## config.mk

```make
export PLATFORM = sky130hd
export DESIGN_NAME = exec_stage
export DESIGN_NICKNAME = d
export VERILOG_FILES = /design/src/rtl/exec_stage.sv
export SDC_FILE = /design/constraint.sdc
export NUM_CORES = 1
export LEC_CHECK = 0
export ABC_CLOCK_PERIOD_IN_PS = 3260
export CAP_MARGIN = 20
export CORE_ASPECT_RATIO = 1.75
export CORE_MARGIN = 3
export CORE_UTILIZATION = 54
export DETAILED_ROUTE_END_ITERATION = 10
export PLACE_DENSITY = 0.76
export SETUP_SLACK_MARGIN = 0.5
export SLEW_MARGIN = 30
export SYNTH_ARGS = -nofsm -noshare
export SYNTH_HDL_FRONTEND = slang
export SYNTH_SLANG_ARGS = --single-unit
```

## constraint.sdc

```tcl
create_clock -name clk -period 3.26 [get_ports clk]
set_input_delay 0.815 -clock clk [delete_from_list [all_inputs] [get_ports clk]]
set_output_delay 0.815 -clock clk [all_outputs]
set_load 0.1 [all_outputs]
```

## src/rtl/exec_stage.sv

```systemverilog
// Execute stage: single-cycle ALU ops plus an iterative shift-add multiplier,
// producing a registered one-cycle write-back strobe for the register file.
module exec_stage #(
  parameter  int DATA_WIDTH = 8,
  localparam int SH_W       = $clog2(DATA_WIDTH)
) (
  input  logic                  clk,
  input  logic                  rst_n,
  input  logic                  in_valid,
  output logic                  in_ready,
  input  logic [2:0]            op,
  input  logic [DATA_WIDTH-1:0] a,
  input  logic [DATA_WIDTH-1:0] b,
  input  logic [2:0]            rd,
  output logic                  wb_en,
  output logic [2:0]            wb_rd,
  output logic [DATA_WIDTH-1:0] wb_data,
  output logic                  wb_zero,
  output logic [1:0]            dbg_state
);

  // Handshake: an op transfers on a rising edge where in_valid && in_ready;
  // in_valid while in_ready=0 is ignored and the issuer must hold the op.
  typedef enum logic [1:0] {S_IDLE = 2'd0, S_MUL = 2'd1, S_WB = 2'd2} state_t;

  localparam logic [2:0] OP_ADD = 3'd0;
  localparam logic [2:0] OP_SUB = 3'd1;
  localparam logic [2:0] OP_AND = 3'd2;
  localparam logic [2:0] OP_OR  = 3'd3;
  localparam logic [2:0] OP_XOR = 3'd4;
  localparam logic [2:0] OP_SHL = 3'd5;
  localparam logic [2:0] OP_SHR = 3'd6;
  localparam logic [2:0] OP_MUL = 3'd7;

  state_t                state_q, state_d;
  logic [SH_W-1:0]       cnt_q, cnt_d;
  logic [DATA_WIDTH-1:0] acc_q, acc_d;
  logic [DATA_WIDTH-1:0] mcand_q, mcand_d;
  logic [DATA_WIDTH-1:0] mplier_q, mplier_d;
  logic [2:0]            mrd_q, mrd_d;
  logic                  wb_en_q, wb_en_d;
  logic [2:0]            wb_rd_q, wb_rd_d;
  logic [DATA_WIDTH-1:0] wb_data_q, wb_data_d;
  logic [DATA_WIDTH-1:0] alu_res;
  logic [DATA_WIDTH-1:0] acc_nxt;

  always_comb begin
    alu_res = '0;
    case (op)
      OP_ADD:  alu_res = a + b;
      OP_SUB:  alu_res = a - b;
      OP_AND:  alu_res = a & b;
      OP_OR:   alu_res = a | b;
      OP_XOR:  alu_res = a ^ b;
      OP_SHL:  alu_res = a << b[SH_W-1:0];
      OP_SHR:  alu_res = a >> b[SH_W-1:0];
      default: alu_res = '0;
    endcase
  end

  always_comb begin
    state_d   = state_q;
    cnt_d     = cnt_q;
    acc_d     = acc_q;
    mcand_d   = mcand_q;
    mplier_d  = mplier_q;
    mrd_d     = mrd_q;
    wb_en_d   = 1'b0;
    wb_rd_d   = wb_rd_q;
    wb_data_d = wb_data_q;
    in_ready  = (state_q == S_IDLE);
    acc_nxt   = acc_q + (mplier_q[cnt_q] ? (mcand_q << cnt_q) : '0);
    case (state_q)
      S_IDLE: begin
        if (in_valid) begin
          if (op == OP_MUL) begin
            mcand_d  = a;
            mplier_d = b;
            mrd_d    = rd;
            acc_d    = '0;
            cnt_d    = '0;
            state_d  = S_MUL;
          end else begin
            // r0 is hard-wired zero: result still lands on wb_rd/wb_data, strobe suppressed
            wb_en_d   = (rd != 3'd0);
            wb_rd_d   = rd;
            wb_data_d = alu_res;
          end
        end
      end
      S_MUL: begin
        acc_d = acc_nxt;
        cnt_d = cnt_q + SH_W'(1);
        if (cnt_q == SH_W'(DATA_WIDTH - 1)) begin
          state_d   = S_WB;
          wb_en_d   = (mrd_q != 3'd0);
          wb_rd_d   = mrd_q;
          wb_data_d = acc_nxt;
        end
      end
      S_WB:    state_d = S_IDLE;
      default: state_d = S_IDLE;
    endcase
  end

  always_ff @(posedge clk or negedge rst_n) begin
    if (!rst_n) begin
      state_q   <= S_IDLE;
      cnt_q     <= '0;
      acc_q     <= '0;
      mcand_q   <= '0;
      mplier_q  <= '0;
      mrd_q     <= '0;
      wb_en_q   <= 1'b0;
      wb_rd_q   <= '0;
      wb_data_q <= '0;
    end else begin
      state_q   <= state_d;
      cnt_q     <= cnt_d;
      acc_q     <= acc_d;
      mcand_q   <= mcand_d;
      mplier_q  <= mplier_d;
      mrd_q     <= mrd_d;
      wb_en_q   <= wb_en_d;
      wb_rd_q   <= wb_rd_d;
      wb_data_q <= wb_data_d;
    end
  end

  assign wb_en     = wb_en_q;
  assign wb_rd     = wb_rd_q;
  assign wb_data   = wb_data_q;
  assign wb_zero   = wb_en_q && (wb_data_q == '0);
  assign dbg_state = state_q;

endmodule

```

; Word level (Yosys, flattened, before mapping)
; Index checks and enable logic that the tools add are counted.
[totals]
reg_bits = 44
inputBits = 25
out_inout_bits = 16
wordCells = 70
[classes]
add_sub_neg = 4
magnitude_cmp = 1
n_eq_ne = 13
shifts = 3
mux = 26
bitwise_logic = 3
reduce_logical = 11
[op_table]
columns = operator, count
row1 = $pmux W8 S7, 1
row2 = $mux W8, 6
row3 = $pmux W8 S2, 2
row4 = $add A8 B8 Y8, 2
row5 = $shl A8 B3 Y8, 2
row6 = $eq A3 B3 Y1 const B, 5
row7 = $mux W3, 5
row8 = $pmux W3 S2, 2
row9 = $reduce_and A3 Y1, 3
row10 = $and A8 B8 Y8, 1
row11 = $logic_not A8 Y1, 1
row12 = $or A8 B8 Y8, 1
row13 = $shr A8 B3 Y8, 1
row14 = $sub A8 B8 Y8, 1
row15 = $xor A8 B8 Y8, 1
row16 = $eq A3 B2 Y1 const B, 2
row17 = $mux W2, 3
row18 = $ne A2 B2 Y1 const B, 3
row19 = $reduce_bool A3 Y1, 2
row20 = $lt A3 B4 Y1 const B, 1
row21 = $mux W1, 4
row22 = $pmux W2 S2, 1
row23 = $reduce_and A4 Y1, 1
row24 = $add A3 B1 Y3 const B, 1
row25 = 9 further kinds, 9

; Logic depth before layout (Yosys ltp)
[logic_depth]
ltp_word = 6
depth_mapped = 13
ltp_nobuf = 11

; Worst setup path after synthesis
; OpenSTA, ideal clock, no wires.
[synth_path]
path_kind = input port to flip-flop
start = input b[0]
end = register wb_data_q[7], in the netlist wb_data[7]
setup_time_ns = 0.082
t_arrival_ns = 3.317
required_ns = 3.178
slack_ns = -0.139
path_stages = 13
path_buffers = 2
path_cell_list = buf_6 -> buf_2 -> inv_1 -> ha_1 -> mux2_2 -> inv_1 -> ha_1 -> nor2b_1 -> o31a_1 -> o21a_1 -> o311a_1 -> a211o_1 -> a31oi_1
[synth_between]
elab_chain_len = 5
word_cells_on_any_way = 8
classes_between = 2 x add/sub / 2 x shift / 4 x mux
[synth_lines]
columns = element, line_no
row1 = from (decl), 13  ; input logic [DATA_WIDTH-1:0] b,
row2 = $sub A8 B8 Y8 (tied with other cells), 51  ; OP_SUB: alu_res = a - b;
row3 = $pmux W8 S7 (*), 49  ; case (op)
row4 = $mux W8 (*), 76  ; if (op == OP_MUL) begin
row5 = $mux W8 (*), 75  ; if (in_valid) begin
row6 = $pmux W8 S2 (*), 73  ; case (state_q)
row7 = to (signal assigned), 126  ; wb_data_q <= wb_data_d;
row8 = to (decl), 43  ; logic [DATA_WIDTH-1:0] wb_data_q, wb_data_d;
; Mark *: on every way between the ends. The rest lies on a longest branch, timed or not. The select of a mux whose other input is x is not followed.
; A chain may end at the register's enable or synchronous reset.

; Worst setup path in the final report
[layout_path]
start = input op[1]
end = register wb_data_q[7], in the netlist wb_data[7]
[layout_between]
elab_chain_len = 5
word_cells_on_any_way = 14
classes_between = 8 x eq/ne / 4 x mux / 2 x reduce/logical
[layout_lines]
columns = element, line_no
row1 = from (decl), 11  ; input logic [2:0] op,
row2 = $eq A3 B3 Y1 (tied with other cells), 49
row3 = $pmux W8 S7, 49
row4 = $mux W8, 76
row5 = $mux W8, 75
row6 = $pmux W8 S2, 73
; Several ways; a longest one is shown, not always the timed one. The select of a mux whose other input is x is not followed.

==> summary.txt <==
Status
  – Outcome: finished clean

Floorplanning
  – Starting density of the core: 0.557
  – Std-Cell Rows: 40
  – Die X: 69.8 um
  – Die height: 118 um
  – Core area: 6910 sq um
  – IO Pins: 41
  – Die ar.: 8210 sq um

Layout
  – Ratio of cells with drive above 1 in the final layout: 0.287
  – Utilization after layout: 0.734
  – # nets final: 586
  – Final Instance Area: 5070 sq um
  – Non-Filler Instances: 610
  – Final-layout fill cell count: 501
  – # diodes: 0
  – Syn-to-layout area delta: 31.8%

Clocking
  – Clock buffer depth: 2
  – CTS buffer count: 5
  – Hold Buf Count CTS: 0
  – Clock root buffer: clkbuf_16
  – H-tree levels: 2
  – CTS tree: yes
  – Clock transition at the registers of the reported paths: 0.06 ns
  – Clock Latency Late Sink: 0.30 ns
  – Sink Count: 44

Route
  – Post-route DRC: 0
  – Antenna Nets Post-Route: 0
  – DRT iter0 DRCs: 303
  – DR vias/cell: 6.21
  – Final wirelength: 11900 um
  – Vias: 3789
  – First-pass DRT Iterations: 5
  – Drt wl/cell: 19.4 um

STA
  – Minimum clock period: 2.83 ns
  – Final setup violation count: 0
  – Final Max Tran Viols: 0
  – Final period utilization: 0.868
  – Relative max-transition margin: 0.377
  – Fmax: 0.354 GHz
  – Worst Tran Pin Value: 0.930 ns
  – RSZ-0062 raised after global routing: true
  – Clock Skew: 0.00847 ns
  – Fin. Hold Viols: 0

Setup path
  – Worst-case reg-to-reg path depth: 11
  – Critical Path End Type: flip-flop
  – Crit-path max FO: 4
  – Startpoint types: primary input
  – Worst path arrival time: 3.04 ns
  – Worst Path Required: 3.48 ns
  – R2R Setup Slk: 0.45 ns
  – Crit path kind: primary input to flip-flop

Power and ir drop
  – Lkg Pwr: 0.00236 uW
  – PwrDens: 855 nW/um^2
  – Peak supply drop: 452 uV
  – Overall Power: 4340 uW

Placed design
  – Placed inst area: 4600 sq um
  – DP Cell Count: 587
  – Post-DP HPWL: 8810 um
  – PortBufs: 40
  – GPL Wtd Cong: 0.945

Synthesis
  – Mapped Area: 3850 sq um
  – Mapped Cells: 437
  – Synth area leader: dfrtp_1
  – Distinct cells, synth: 59
  – Most common flop cell mapped by yosys: dfrtp_1
  – Yosys warning count: 0
  – Area contributors post-synth: dfrtp_1 29%, ha_1 11%, mux4_2 7.0%, nand2_1 5.8%, o21ai_0 5.1%
  – Synth top cells by count: 59 x nand2_1, 44 x dfrtp_1, 39 x o21ai_0
  – Top-area cell type share of the netlist area: 0.286
  – FFs w/ async S/R, synth: 1.00
  – Post-synth EDFFs: 0
  – Register area share after synthesis: 0.286
  – Syn_area_per_cell: 8.80 sq um
  – Synth Register Bits: 44
  – Syn Nets: 498
  – Count leader, synth: nand2_1

GRT
  – Largest net degree at the start of global routing: 45
  – GRT overflow: 0
  – Initial antenna violation count: 0
  – First-pass GRT wire length: 18500 um
  – Tot GR Track Use: 0.284
  – Vias in the first global route: 3747

Run
  – Maximum capacitance violations: 0

Hold path
  – Hold depth: 2
  – Hold Crit Class: flip-flop to flip-flop
-- area by class of cell --
cell class / instances / area [sq um] / area share
Multi-Input combinational cell: 350 / 2750 / 0.543
Clock inverter: 2 / 38.8 / 0.00765
Tap cell: 84 / 105 / 0.0207
Inverter: 22 / 90.1 / 0.0178
Sequential cell: 44 / 1100 / 0.217
Clock buffer: 6 / 139 / 0.0274
Timing Repair Buffer: 102 / 841 / 0.166
-- timing repair --
| action | in CTS | in global routing |
|---|---|---|
| setup endpoints to repair | 10 | 9 |
| resized for setup | 45 | 28 |
| buffers inserted | 8 | 7 |
| hold endpoints to repair | 0 | 0 |
| pin swaps | 19 | 22 |
-- layout by cell type (no fill, tap or decap), types with 4 or more instances in the layout --
master,count
inv_1,18
o21ai_0,36
a21oi_1,12
nand2_1,57
buf_4,75
mux2i_1,11
nor2_1,25
a31oi_1,14
a21oi_2,4
nor3_1,5
o21ai_1,6
nor2_2,4
buf_6,5
a21o_1,7
nand3_1,10
xnor2_1,8
dfrtp_1,43
nand2b_1,14
clkdlybuf4s50_1,14
nand3b_1,4
nor2b_1,9
mux4_2,12
clkbuf_16,5
ha_1,29
mux2_2,4
-- path summary, 6_finish.rpt --
kind | from | endpoint
worst max-delay path | op[1] | wb_data[7]
max in group asynchronous | rst_n | cnt_q[0]
worst min-delay path | mplier_q[1] | mplier_q[1]
min in group asynchronous | rst_n | acc_q[0]
worst min register to register | mplier_q[1] | mplier_q[1]
worst max register to register | cnt_q[0] | wb_data[6]
-- metal layers --
layer | share of wire | track usage
met2 | 0.56 | 0.531
met5 | 0 | 0
met3 | 0.037 | 0.0316
met4 | 0.065 | 0.188
met1 | 0.34 | 0.284
-- through the flow --
step	hold WS, ns	worst slack (ns)	TNS [ns]
floorplan	0.445	0.0907	0
global placement	0.458	-0.312	-1.17
detailed placement	0.469	-0.346	-1.53
CTS	0.481	0.401	0
global route	0.513	0.318	0
finish	0.482	0.431	0
-- power breakdown --
part / switching [uW] / internal [uW] / total [uW]
Clock: 216 / 384 / 599
Combinational: 1690 / 1000 / 2700
Sequential: 233 / 806 / 1040
-- sequential cells by signal (all words and copies together) (netlist names) --
| name | flops |
|---|---|
| acc_q | 8 |
| mcand_q | 8 |
| mplier_q | 8 |
| wb_data | 8 |
| cnt_q | 3 |
| mrd_q | 3 |
| wb_rd | 3 |
| dbg_state | 2 |
| wb_en | 1 |
-- critical path: stages --
cell and delay, ns:
buf_8 0.10, nor3b_4 0.23, buf_6 0.16, nor2_4 0.04, xnor2_2 0.12, ha_1 0.35
o21a_1 0.22, o31a_1 0.13, o21a_1 0.19, o311a_1 0.29, a211o_1 0.25, a31oi_1 0.16
-- logic make-up (layout without fill, tap and decap cells) --
| kind of cell | Yosys count | in the layout | synth area share |
|---|---|---|---|
| XOR/XNOR | 12 | 12 | 0.0273 |
| adder cells (fa/ha/maj) | 36 | 36 | 0.121 |
| AO/OA/AOI/OAI | 118 | 118 | 0.194 |
| flip-flops | 44 | 44 | 0.286 |
| buffers and inverters | 43 | 132 | 0.0494 |
| AND/OR/NAND/NOR | 152 | 152 | 0.193 |
| multiplexers | 32 | 32 | 0.129 |
Note: power is estimated with default switching activity, not from simulation.
